[src/rtl/axis_rr_packet_arbiter.sv]
// Packet-level round-robin arbiter: NUM_IN AXI-Stream inputs share one registered output.
// Optional per-input completed-packet counters are enabled with `define AXIS_ARB_PKT_CNT_EN.
module axis_rr_packet_arbiter #(
  parameter int DW     = 32,
  parameter int NUM_IN = 4
) (
  input  logic                   clk,
  input  logic                   reset,
  input  logic [NUM_IN*DW-1:0]   s_axis_data,
  input  logic [NUM_IN-1:0]      s_axis_valid,
  input  logic [NUM_IN-1:0]      s_axis_last,
  output logic [NUM_IN-1:0]      s_axis_ready,
  output logic [DW-1:0]          m_axis_data,
  output logic                   m_axis_valid,
  output logic                   m_axis_last,
  output logic [$clog2(NUM_IN)-1:0] m_axis_id,
  input  logic                   m_axis_ready
`ifdef AXIS_ARB_PKT_CNT_EN
  ,
  output logic [NUM_IN*16-1:0]   pkt_cnt
`endif
);

  localparam int IDW = $clog2(NUM_IN);

  typedef enum logic {
    IDLE,
    BUSY
  } state_e;

  state_e         state_q;
  logic [IDW-1:0] rrPtr_q;
  logic [IDW-1:0] gnt_q;
  logic [DW-1:0]  outData_q;
  logic           outValid_q;
  logic           outLast_q;
  logic [IDW-1:0] outId_q;

  logic [DW-1:0]  inData [NUM_IN];
  logic [IDW-1:0] gnt_d;
  logic [IDW-1:0] rrPtr_d;
  logic [IDW:0]   candSum;
  logic [IDW-1:0] cand;
  logic           found;
  logic           slotFree;
  logic           accept;
  logic           acceptLast;

  for (genvar i = 0; i < NUM_IN; i++) begin : g_unpack
    assign inData[i] = s_axis_data[i*DW +: DW];
  end

  // First requester at or after the round-robin pointer, wrapping modulo NUM_IN.
  always_comb begin
    gnt_d   = rrPtr_q;
    found   = 1'b0;
    candSum = '0;
    cand    = '0;
    for (int k = 0; k < NUM_IN; k++) begin
      candSum = {1'b0, rrPtr_q} + (IDW+1)'(k);
      if (candSum >= (IDW+1)'(NUM_IN)) begin
        candSum = candSum - (IDW+1)'(NUM_IN);
      end
      cand = candSum[IDW-1:0];
      if (!found && s_axis_valid[cand]) begin
        found = 1'b1;
        gnt_d = cand;
      end
    end
  end

  assign slotFree   = m_axis_ready | ~outValid_q;
  assign accept     = (state_q == BUSY) && s_axis_valid[gnt_q] && slotFree;
  assign acceptLast = accept && s_axis_last[gnt_q];
  assign rrPtr_d    = (gnt_q == IDW'(NUM_IN - 1)) ? '0 : gnt_q + 1'b1;

  always_comb begin
    s_axis_ready = '0;
    if (state_q == BUSY) begin
      s_axis_ready[gnt_q] = slotFree;
    end
  end

  // Arbitration FSM and output register; a load in the same cycle as a drain keeps valid high.
  always_ff @(posedge clk) begin
    if (reset) begin
      state_q    <= IDLE;
      rrPtr_q    <= '0;
      gnt_q      <= '0;
      outData_q  <= '0;
      outValid_q <= 1'b0;
      outLast_q  <= 1'b0;
      outId_q    <= '0;
    end else begin
      case (state_q)
        IDLE: begin
          if (|s_axis_valid) begin
            gnt_q   <= gnt_d;
            state_q <= BUSY;
          end
        end
        BUSY: begin
          if (acceptLast) begin
            state_q <= IDLE;
            rrPtr_q <= rrPtr_d;
          end
        end
        default: state_q <= IDLE;
      endcase

      if (accept) begin
        outData_q  <= inData[gnt_q];
        outLast_q  <= s_axis_last[gnt_q];
        outId_q    <= gnt_q;
        outValid_q <= 1'b1;
      end else if (outValid_q && m_axis_ready) begin
        outValid_q <= 1'b0;
      end
    end
  end

  assign m_axis_data  = outData_q;
  assign m_axis_valid = outValid_q;
  assign m_axis_last  = outLast_q;
  assign m_axis_id    = outId_q;

`ifdef AXIS_ARB_PKT_CNT_EN
  logic [15:0] pktCnt_q [NUM_IN];

  // Counts packets whose last beat was accepted; wraps naturally at 16 bits.
  always_ff @(posedge clk) begin
    if (reset) begin
      for (int i = 0; i < NUM_IN; i++) begin
        pktCnt_q[i] <= '0;
      end
    end else if (acceptLast) begin
      pktCnt_q[gnt_q] <= pktCnt_q[gnt_q] + 16'd1;
    end
  end

  for (genvar i = 0; i < NUM_IN; i++) begin : g_cnt
    assign pkt_cnt[i*16 +: 16] = pktCnt_q[i];
  end
`endif

endmodule

[config.mk]
export PLATFORM = sky130hd
export DESIGN_NAME = axis_rr_packet_arbiter
export DESIGN_NICKNAME = d
export VERILOG_FILES = /design/src/rtl/axis_rr_packet_arbiter.sv
export SDC_FILE = /design/constraint.sdc
export NUM_CORES = 1
export LEC_CHECK = 0
export CAP_MARGIN = 25
export CORE_ASPECT_RATIO = 1.1
export CORE_MARGIN = 4
export CORE_UTILIZATION = 57
export CTS_BUF_LIST = sky130_fd_sc_hd__clkbuf_8 sky130_fd_sc_hd__clkbuf_16
export DETAILED_ROUTE_END_ITERATION = 7
export DONT_BUFFER_PORTS = 1
export GPL_TIMING_DRIVEN = 0
export PLACE_DENSITY = 0.81
export SLEW_MARGIN = 15
export SYNTH_ARGS = -nofsm -noshare
export SYNTH_HDL_FRONTEND = slang
export SYNTH_SLANG_ARGS = --single-unit
[constraint.sdc]
create_clock -name clk -period 1.6 [get_ports clk]
set_clock_uncertainty 0.1 [all_clocks]
set_input_delay 0.24 -clock clk [delete_from_list [all_inputs] [get_ports clk]]
set_output_delay 0.24 -clock clk [all_outputs]
set_load 0.1 [all_outputs]
==> metrics.log <==
[metrics] kind of start point of the critical path: flop
[metrics] cell area after technology mapping: 0.00246 mm2
[metrics] class of the tightest hold or removal check: in -> reg
[metrics] FILL cells: 243
[metrics] total via count in the routed design: 2181
[metrics] peak fanout along the critical path: 5
[metrics] post-placement worst setup slack: -0.381 ns
[metrics] library cell occupying the most area in the post-synthesis netlist: sky130_fd_sc_hd__dfxtp_1
[metrics] total of endpoints with negative setup slack in the final report: 41
[metrics] violated checks: negative setup slack
[metrics] Hold Vio Cnt, Final: 0
[metrics] Max transition margin: 50.3%
[metrics] standard-cell row count: 24
[metrics] count of flip-flops with a built-in enable after synthesis: 0
[metrics] leading cell type in the layout, fill and taps excluded: sky130_fd_sc_hd__nand2_1
[metrics] CTS tree: built
[metrics] total CTS buffers: 5
[metrics] largest cells by area after synthesis: sky130_fd_sc_hd__dfxtp_1 (33%), sky130_fd_sc_hd__mux4_2 (28%), sky130_fd_sc_hd__nand2_1 (11%)
[metrics] remaining antenna violation count after routing: 0
[metrics] area delta synth->final: 36.0%
[metrics] Max-cap violations: 0
[metrics] Placed Instance Area: 0.00257 mm2
[metrics] CTS H-tree depth: 2
[metrics] ports placed on the boundary: 179
[metrics] main flop type after synthesis: sky130_fd_sc_hd__dfxtp_1
[metrics] required time of the worst setup path: 1.26 ns
[metrics] commonest non-fill, non-tap cells in the layout: sky130_fd_sc_hd__nand2_1 (41), sky130_fd_sc_hd__dfxtp_2 (36), sky130_fd_sc_hd__mux4_2 (31)
[metrics] Final GP Congestion: 0.803
[metrics] delay of the slowest cell on the worst path: 0.38 ns
[metrics] clock network power share: 23.9%
[metrics] via count of the first global-routing pass: 2171
[metrics] relative contribution of combinational cells to total power: 27.3%
[metrics] wire length of the first global-routing pass: 11400 um
[metrics] switching part of the total: 40.0%
[metrics] syn nets: 388
[metrics] total detailed-routing wirelength: 8020 um
[metrics] Cell Pwr Density: 1010 mW/mm2
[metrics] Worst Setup Path Type: reg -> out
[metrics] share of flip-flops with an asynchronous set or reset: 0%
[metrics] routed wirelength normalized by instance count: 24.8 um
[metrics] total number of clock tree sinks: 41
[metrics] leakage power summed over all cells: 1.21 nW
[metrics] initial DRC count: 120
[metrics] Overall Power: 0.00338 W
[metrics] clock slew at the register clock pins of the worst setup and hold paths: 0.07 ns
[metrics] total congestion overflow after global routing: 0
[metrics] number of antenna violations at the first check in global routing: 0
[metrics] crit path time final: 1.79 ns
[metrics] Crit path top cell by count: sky130_fd_sc_hd__buf_12
[metrics] count of nets after finishing: 415
[metrics] placeable core region: 0.00408 mm2
[metrics] Pre-antenna DRT Iters: 4
[metrics] Netlist cell types: 28
[metrics] data arrival time of the critical path: 1.45 ns
[metrics] transition time at the pin with the least slew margin: 0.745 ns
[metrics] Max Slew Vio Count: 0
[metrics] post-route DRC violation count: 0
[metrics] cell-by-cell trace of the critical path: buf_12 -> buf_12 -> clkinv_8 -> ha_4 -> and3_4
[metrics] finished layout cell area: 0.00335 mm2
[metrics] Chip Width: 70.7 um
[metrics] cell with the biggest individual delay on the critical path: sky130_fd_sc_hd__and3_4
[metrics] sequential share of power: 48.8%
[metrics] buffer cell driving the clock tree root: sky130_fd_sc_hd__clkbuf_8
[metrics] Inserted Diodes: 0
[metrics] fraction of layout instances using a drive strength above 1: 66.5%
[metrics] worst voltage drop across the vdd grid: 0.716 mV
[metrics] Die Y: 77.0 um
[metrics] outcome: complete, but fails checks
[metrics] maximum clock rate: 560 MHz
[metrics] crit share post-route: 112%
[metrics] Port-buffer cells: 0
[metrics] Seq/Total Area, Yosys: 33.3%
[metrics] area share of the largest cell type after synthesis: 33.3%
[metrics] Register-to-Register Setup Slack: -0.19 ns
[metrics] Total GRT Usage: 26.9%
[metrics] hold slack: 0.0453 ns
[metrics] number of cells produced by synthesis: 245
[metrics] pin count of the biggest net entering global routing: 13
[metrics] Syn. warnings: 0
[metrics] Post-Layout Cell Count: 324
[metrics] half-perimeter wire length after placement: 5490 um
[metrics] Net Sw Power: 0.00135 W
[metrics] floorplan die area: 0.00544 mm2
[metrics] Setup WS post-layout: -0.187 ns
[metrics] number of synthesized register bits: 41
[metrics] mean area per synthesized cell: 10.1 um2
[metrics] number of buffers on the longest clock path: 2
[metrics] Worst Setup End Kind: output port
[metrics] setup repair after global routing missed its margin: yes
[metrics] post-DR vias/cell: 6.73
[metrics] area taken by flip-flops and latches: 877 um2
[metrics] Internal Power: 0.00203 W
[metrics] multi-input combinational cell area: 0.00183 mm2
[metrics] initial core utilization: 60.4%
[metrics] clock latency on the worst-skew pair: 0.28 ns
[metrics] number of placed cells counting well taps: 297
## metal layers
| metal | wire [um] | vias to the layer above | global-route usage, % |
|---|---|---|---|
| li1 | - | 953 | - |
| met1 | 2790 | 1076 | 28.0 |
| met2 | 4390 | 140 | 50.2 |
| met3 | 707 | 12 | 9.41 |
| met4 | 130 | 0 | 7.14 |
| met5 | 0 | - | 0 |
## metrics by stage
stage,TNS (ns),util (%)
2_1_floorplan,-2.44,-
3_3_place_gp,-9.30,62.9
3_5_place_dp,-10.59,62.9
4_1_cts,-4.67,74.8
5_1_grt,-7.30,82.1
6_report,-5.17,82.1
## path summary, 6_finish.rpt
kind / start / to / cells after the start
worst max register to register: gnt_q[0] / m_axis_last / 7
worst max-delay path: gnt_q[0] / s_axis_ready[0] / 5
worst min register to register: rrPtr_q[0] / rrPtr_q[0] / 2
worst min-delay path: s_axis_valid[1] / gnt_q[1] / 2
## repair_timing
| action | 4_1_cts | 5_1_grt |
|---|---|---|
| setup buffers | 12 | 4 |
| gates cloned | 3 | 3 |
| pin swaps | 10 | 11 |
| resized for setup | 92 | 75 |
| hold buffers | 0 | 0 |
| endpoints found under the setup margin | 68 | 50 |
## power by group through the flow
stage	clock network [W]	logic (W)	registers, W
after global routing	0.000849	0.000983	0.00166
after CTS	0.000807	0.000765	0.00164
final	0.000807	0.000921	0.00165
after detailed placement	0	0.000611	0.00166
after global placement	0	0.000598	0.00165
after floorplan	0	0.000527	0.00163
## Yosys cell counts, types with 3 or more instances
cell / number
sky130_fd_sc_hd__a21oi_1: 40
sky130_fd_sc_hd__and3_1: 5
sky130_fd_sc_hd__buf_2: 10
sky130_fd_sc_hd__buf_6: 4
sky130_fd_sc_hd__clkbuf_1: 7
sky130_fd_sc_hd__dfxtp_1: 41
sky130_fd_sc_hd__ha_1: 4
sky130_fd_sc_hd__inv_1: 4
sky130_fd_sc_hd__mux2i_1: 3
sky130_fd_sc_hd__mux4_1: 3
sky130_fd_sc_hd__mux4_2: 31
sky130_fd_sc_hd__nand2_1: 71
sky130_fd_sc_hd__nor2_1: 4
sky130_fd_sc_hd__o21ai_0: 4
## area by class of cell
cell class | count | share of cell area, %
multi-input cells | 179 | 54.7
inverters | 4 | 0.970
clock inverters | 2 | 1.04
flip-flops and latches | 41 | 26.2
well taps | 52 | 1.94
clock buffers | 5 | 2.05
plain buffers | 20 | 6.08
repair buffers | 21 | 7.09
## critical path: cells and delay by family, from the launching register on
family / cells / cell delay, ns
simple gates: 1 / 0.38
flops: 1 / 0.36
buf+inv: 3 / 0.30
fa+ha+maj: 1 / 0.11
## logic make-up after synthesis
group                    after synthesis  synth area share, %
AO/OA/AOI/OAI                         49                 10.6
buffers and inverters                 26                 5.69
adder cells (fa/ha/maj)                4                 2.03
AND/OR/NAND/NOR                       87                 15.2
flip-flops                            41                 33.3
multiplexers                          38                 33.2
## flip-flops by register name (all words and copies together), names as in the netlist
register	flops
gnt_q	2
m_axis_data	32
m_axis_id	2
m_axis_last	1
m_axis_valid	1
rrPtr_q	2
state_q	1
No activity file was read; power rests on OpenSTA's default activity.
